[config.mk]
export PLATFORM = sky130hd
export DESIGN_NAME = fft_bar_feeder
export DESIGN_NICKNAME = d
export VERILOG_FILES = /design/src/rtl/fft_bar_feeder.sv
export SDC_FILE = /design/constraint.sdc
export NUM_CORES = 1
export LEC_CHECK = 0
export CORE_MARGIN = 5
export CORE_UTILIZATION = 55
export DETAILED_ROUTE_END_ITERATION = 8
export PLACE_DENSITY = 0.78
export SYNTH_ARGS = -nofsm -noshare
export SYNTH_HDL_FRONTEND = slang
export SYNTH_SLANG_ARGS = --single-unit
[constraint.sdc]
create_clock -name vgaclk -period 3.7 [get_ports vgaclk]
set_input_delay 0.74 -clock vgaclk [delete_from_list [all_inputs] [get_ports vgaclk]]
set_output_delay 0.74 -clock vgaclk [all_outputs]
set_load 0.03 [all_outputs]
[src/rtl/fft_bar_feeder.sv]
// Sums FFT magnitude bins into four bar heights and commits them to the renderer
// only at the start of vertical blanking, with a capped per-frame fall rate.
module fft_bar_feeder #(
    parameter int BINS_PER_BAR = 4,
    parameter int SHIFT        = 6,
    parameter int DECAY        = 8,
    parameter int MAXH         = 480
) (
    input  logic        vgaclk,
    input  logic        rst,
    input  logic        bin_valid,
    input  logic [15:0] bin_mag,
    input  logic        bin_last,
    output logic        bin_ready,
    input  logic        done,
    output logic [9:0]  data [4],
    output logic        update,
    output logic        missed,
    output logic [0:0]  state_dbg
);

    localparam int NBINS = 4 * BINS_PER_BAR;
    localparam int IW    = $clog2(NBINS);

    localparam logic [0:0] ST_ACCUM = 1'b0;
    localparam logic [0:0] ST_HOLD  = 1'b1;

    // Handshake: a bin transfers on a rising vgaclk edge where bin_valid and
    // bin_ready are both high; bin_ready depends only on state and rst.
    logic [0:0]    state_q, state_d;
    logic [IW-1:0] idx_q, idx_d;
    logic [19:0]   acc_q [4];
    logic [19:0]   acc_d [4];
    logic [9:0]    data_q [4];
    logic [9:0]    data_d [4];
    logic          done_q, done_d;
    logic          update_q, update_d;
    logic          missed_q, missed_d;

    logic          rise;
    logic          accept;
    logic [1:0]    bar;
    logic [19:0]   shifted [4];
    logic [9:0]    target [4];
    logic [9:0]    new_h [4];

    assign bin_ready = ~rst & (state_q == ST_ACCUM);
    assign accept    = bin_valid & bin_ready;
    assign rise      = done & ~done_q;

    // Next displayed height per bar: jump up immediately, fall by at most DECAY.
    always_comb begin
        for (int b = 0; b < 4; b++) begin
            shifted[b] = acc_q[b] >> SHIFT;
            target[b]  = (shifted[b] > 20'(MAXH)) ? 10'(MAXH) : shifted[b][9:0];
            if (target[b] >= data_q[b]) begin
                new_h[b] = target[b];
            end else if (12'(data_q[b]) > 12'(target[b]) + 12'(DECAY)) begin
                new_h[b] = data_q[b] - 10'(DECAY);
            end else begin
                new_h[b] = target[b];
            end
        end
    end

    always_comb begin
        state_d  = state_q;
        idx_d    = idx_q;
        acc_d    = acc_q;
        data_d   = data_q;
        done_d   = done;
        update_d = 1'b0;
        missed_d = 1'b0;
        bar      = '0;
        if (state_q == ST_ACCUM) begin
            if (accept) begin
                bar        = 2'(idx_q / IW'(BINS_PER_BAR));
                acc_d[bar] = acc_q[bar] + 20'(bin_mag);
                idx_d      = idx_q + IW'(1);
                if (idx_q == IW'(NBINS - 1) || bin_last) begin
                    state_d = ST_HOLD;
                end
            end
            // A set that completes on the rise edge itself still waits a frame.
            if (rise) begin
                missed_d = 1'b1;
            end
        end else if (rise) begin
            for (int b = 0; b < 4; b++) begin
                data_d[b] = new_h[b];
                acc_d[b]  = '0;
            end
            idx_d    = '0;
            state_d  = ST_ACCUM;
            update_d = 1'b1;
        end
    end

    always_ff @(posedge vgaclk) begin
        if (rst) begin
            state_q  <= ST_ACCUM;
            idx_q    <= '0;
            done_q   <= 1'b1;
            update_q <= 1'b0;
            missed_q <= 1'b0;
            for (int b = 0; b < 4; b++) begin
                acc_q[b]  <= '0;
                data_q[b] <= '0;
            end
        end else begin
            state_q  <= state_d;
            idx_q    <= idx_d;
            done_q   <= done_d;
            update_q <= update_d;
            missed_q <= missed_d;
            for (int b = 0; b < 4; b++) begin
                acc_q[b]  <= acc_d[b];
                data_q[b] <= data_d[b];
            end
        end
    end

    assign data      = data_q;
    assign update    = update_q;
    assign missed    = missed_q;
    assign state_dbg = state_q;

endmodule

**Word-level counts from Yosys, hierarchy flattened**

Cells that the tools add are included.

- Register bits: 128
- Latch bits: 0
- Bits in writable memories: 0
- Memory bits (read-only): 0
- Input bits: 21
- Memories kept: 0

- $add $sub $neg: 10
- Multiply operators: 0
- Divide/modulo/power cells: 0
- Order comparisons: 14
- Equal/unequal tests: 2
- Shift-type cells: 0
- Mux-type cells: 29
- Bitwise operators: 7
- Reductions and logical operators: 7

Operator list:

| kind | count |
|---|---|
| $mux 80 | 3 |
| $mux 10 | 12 |
| $bwmux 80 | 1 |
| $mux 20 | 3 |
| $gt 14x9->1 const B | 4 |
| $add 10x4->11 const B | 4 |
| $gt 10x11->1 | 4 |
| $bmux 20 s2 | 1 |
| $demux 20 s2 | 1 |
| $ge 10x10->1 | 4 |
| $sub 10x4->10 const B | 4 |
| $add 20x16->20 | 1 |
| $mux 4 | 3 |
| $mux 1 | 5 |
| $add 4x1->4 const B | 1 |
| $eq 4x4->1 const B | 1 |
| $reduce_and 2->1 | 2 |
| $reduce_or 2->1 | 2 |
| $and 1x1->1 | 3 |
| $ge 3x3->1 const B | 1 |
| $lt 3x1->1 const B | 1 |
| $not 1->1 | 3 |
| $not 2->3 | 1 |
| $ne 2x1->1 const B | 1 |
| other kinds (3) | 3 |

**Longest topological paths before layout**

- Depth in word-level cells: 8
- Mapped depth: 18
- Gate-level depth less buffers: 17

**Least setup slack after synthesis**

Ideal clock, no wire load.

- Path type: register -> register
- From: reg idx_q[3]
- To: reg acc_q[77] in the netlist's numbering
- Setup time: 0.074 ns
- Data arrival time: 3.613 ns
- Data required time: 3.626 ns
- Slack: 0.013 ns
- Cell stages (with the launch flop): 14
- Path buffers: 4
- Clock period less this slack: 3.687 ns
- Path through: dfxtp_1 clkbuf_8 clkbuf_1 buf_2 mux4_2 ha_1 a21o_1 o21bai_4 o2111ai_2 a21oi_1 nand2b_1 buf_6 or4_1 a31oi_1

- Word-level cells in the longest chain between the ends: 8

RTL lines:

| item | RTL line | source |
|---|---|---|
| start: declaration | 31 | `logic [IW-1:0] idx_q, idx_d;` |
| start signal: assignment | 112 | `idx_q <= idx_d;` |
| $not 2->3 (implied by the code) * | 78 | `acc_d[bar] = acc_q[bar] + 20'(bin_mag);` |
| $bmux 20 s2 (tied with other cells) | 78 |  |
| $mux 20 (implied by the code) or $logic_and 1x1->1 (tied branches) | 78 |  |
| $mux 20 (implied by the code) | 78 |  |
| $add 20x16->20 or $demux 20 s2 (tied branches) | 78 |  |
| $bwmux 80 * | 78 |  |
| $mux 80 * | 76 | `if (accept) begin` |
| $mux 80 * | 75 | `if (state_q == ST_ACCUM) begin` |
| end signal: indexed assignment | 117 | `acc_q[b] <= acc_d[b];` |
| end: declaration | 32 | `logic [19:0] acc_q [4];` |

Mark *: on every way between the ends. The rest lies on a longest branch, timed or not. The select of a mux whose other input is x is not followed.
A chain may end at the register's enable or synchronous reset.

**Worst setup path in the final report**

- From: reg acc_q[15] in the netlist's numbering
- To: reg data_q (netlist bit data[7])

- Word-level cells in the longest chain between the ends: 6

RTL lines:

| item | RTL line | source |
|---|---|---|
| $gt 14x9->1 | 55 | `target[b] = (shifted[b] > 20'(MAXH)) ? 10'(MAXH) : shifted[b][9:0];` |
| $mux 10 * | 55 |  |
| $add 10x4->11 | 58 | `end else if (12'(data_q[b]) > 12'(target[b]) + 12'(DECAY)) begin` |
| $gt 10x11->1 | 58 |  |
| $mux 10 | 58 |  |
| $mux 10 * | 56 | `if (target[b] >= data_q[b]) begin` |
| end signal: indexed assignment | 118 | `data_q[b] <= data_d[b];` |
| end: declaration | 34 | `logic [9:0] data_q [4];` |

Mark *: on every way between the ends. The rest lies on a longest branch, timed or not.

==> results_dict.tcl <==
set metrics [dict create \
    grt_pass1_wl_um 42800 \
    die_w_um 140 \
    yosys_most_used_dff "dfxtp_1" \
    setup_viol 0 \
    clockRootBuffer "clkbuf_16" \
    synth_top_family_by_area "simple AND/OR/NAND/NOR gates" \
    cts.sinks 128 \
    die_area_um2 19500 \
    finalWorstSetupSlack_ps 153 \
    utilization_pct 67.8 \
    clk_pin_slew_worst_paths_ps 60 \
    grtUsageMet3_pct 5.42 \
    r2r_start "acc_q[15]" \
    htreeDepth 4 \
    synth_area_um2 9250 \
    via_per_inst 6.26 \
    port-buffer-count 64 \
    final_common_cell "dfxtp_1" \
    crit_path_start_kind "flip-flop" \
    grt.total_usage_pct 26.5 \
    required_ps 4010 \
    ios 65 \
    yosys_register_bits 128 \
    die_h_um 140 \
    critPathCaptureType "flip-flop" \
    ir_drop_uv 357 \
    dr.pass1.iters 6 \
    synth_edf_count 0 \
    routedWlPerCell_um 18.2 \
    synth_fa_ha_area_share_pct 14.4 \
    synthToLayoutAreaGrowth_pct 21.0 \
    finalMaxSlewViolations 0 \
    setup.worst_path.start "acc_q[15]" \
    hold_class "reg2reg" \
    relSlewSlack_pct 38.0 \
    routed_wl_um 26700 \
    met1_usage_pct 32.8 \
    via_count 9206 \
    ys_seq_area_share_pct 27.7 \
    max_freq_mhz 282 \
    rows 47 \
    grt_max_degree 82 \
    gp_congestion 0.921 \
    drive_gt1_share_pct 14.4 \
    drv_cap 0 \
    cts_buffers 17 \
    first_iter_violations 863 \
    insertedDiodeCount 0 \
    core_um2 16500 \
    status "finished, final reports clean" \
    crit_fanout 8 \
    crit_type "reg2reg" \
    fin_worst_skew_ps 9.00 \
    final_nets 1364 \
    synthXorXnorAreaFrac_pct 2.27 \
    syn_inst 1148 \
    grt.busiest_layer "met2" \
    p_leak_nw 4.50 \
    start_util_pct 56.0 \
    clock_latency_ps 430 \
    fin_hold_ws_ps 466 \
    synth_simple_gate_area_share_pct 22.3 \
    grt_overflow_total 0 \
    min_period_over_period_pct 95.9 \
    dp_slack_ps -134 \
    synth.top_cells.by_area "dfxtp_1 28%, ha_1 14%, a21oi_1 5.8%" \
    reg2reg_setup_slack_ps 150 \
    cts_buffer_depth 2 \
    antenna_found_initial 0 \
    ant_nets 0 \
    layout_min_cycle_time_ps 3550 \
    yosysTopAreaCellShare_pct 27.7 \
    cts_tree "done" \
    power_density_nw_per_um2 339 \
    synth.mux.area_fraction_pct 6.30 \
    worstPathArrival_ps 3860 \
    synth.distinct_cells 69 \
    max_slew.worst_pin.slew_ps 929 \
    reg2regPathDepth 16 \
    cts_hold_buf 0 \
    grt_pass1_vias 8747 \
    yosys_warnings 0 \
    drc 0 \
    yosys.area.top_type "dfxtp_1" \
    final_cell_mix "127 x dfxtp_1, 106 x nand2_1, 106 x a21oi_1, 103 x ha_1, 80 x nor2_1" \
    regToRegEndpoint "data[7]" \
    grt_util_met2_pct 44.5 \
    synth_compound_area_share_pct 21.0 \
    async_flop_share_pct 0 \
    cp-endpoint "data[7]" \
    avgSynthCellArea_um2 8.06 \
    hold_violations 0 \
    hpwl_um 18600 \
]
stage by stage:
step / TNS, ps / cells / instance area, um2 / power [mW]
after CTS: 0 / 1463 / 11000 / 3.77
after floorplan: 0 / 1151 / 9270 / 1.84
final: 0 / 1470 / 11200 / 3.80
after global placement: 0 / 1431 / 10300 / 2.00
after global routing: -232 / 1470 / 11200 / 3.92
after detailed placement: -1060 / 1431 / 10300 / 2.00
where the power goes:
| group | internal, mW | total [mW] | switching [mW] | leakage (nW) |
|---|---|---|---|---|
| clock | 1.13 | 1.78 | 0.650 | 0.298 |
| combinational | 0.236 | 0.597 | 0.361 | 3.17 |
| sequential | 1.40 | 1.42 | 0.0218 | 1.03 |
layer usage:
| layer | vias to the layer above | wire length (um) |
|---|---|---|
| met5 | - | 0 |
| met4 | 0 | 954 |
| met3 | 96 | 1990 |
| met2 | 427 | 13000 |
| met1 | 4302 | 10800 |
| li1 | 4381 | - |
layout make-up:
type | instances | area [um2]
fill | 1334 | 5330
inverter | 69 | 259
clock buffer | 22 | 484
timing repair buffer | 125 | 1110
tap | 220 | 275
multi-input combinational | 896 | 6370
sequential | 128 | 2560
clock inverter | 10 | 133
critical path, stage by stage, from the launching register on:
cell and delay (ps):
dfxtp_1 320, or4_4 550, or2_4 270, nor2_4 120, and2_1 160, ha_2 180
nand2b_1 80, o21ai_2 130, a21oi_1 80, ha_1 300, nand4_1 150, nor4b_2 80
a211oi_1 250, o21ai_2 170, or2_4 300, o21ai_0 170, a21oi_1 90
Yosys cell counts (14+ instances only):
cell type	instances
dfxtp_1	128
a21oi_1	107
nand2_1	106
ha_1	105
nor2_1	86
inv_1	69
nand3_1	67
o21ai_0	64
clkbuf_1	36
nor3_1	36
a31oi_1	26
a22oi_1	22
mux4_2	20
nand4_1	20
nand2b_1	19
or3_1	18
a211oi_1	15
and3_1	14
repair_timing:
action	CTS	global route
pin swaps	1	14
setup endpoints to repair	20	38
gates resized for setup	15	38
setup buffers	0	7
how the worst min path moves through the flow:
stage / from / endpoint / slack [ps] / depth (start not counted)
detailed placement: acc_q[24] / acc_q[24] / 460 / 2
CTS: acc_q[24] / acc_q[24] / 470 / 2
global placement: acc_q[61] / acc_q[61] / 450 / 2
finish: acc_q[24] / acc_q[24] / 470 / 2
global route: acc_q[25] / acc_q[25] / 490 / 2
floorplan: acc_q[58] / acc_q[58] / 430 / 2
state kept, by name (all words and copies together), names as in the netlist:
register / cells
missed: 1
update: 1
done_q: 1
data: 40
acc_q: 80
idx_q: 4
state_dbg: 1
logic make-up after synthesis:
group,Yosys count
xor gates and xnor gates,24
AOI/OAI and AO/OA,307
and+or+nand+nor,422
adders and majority gates,106
other,1
buffers and inverters,127
muxes,33
DFF,128
Power figures use the tool's default switching activity.
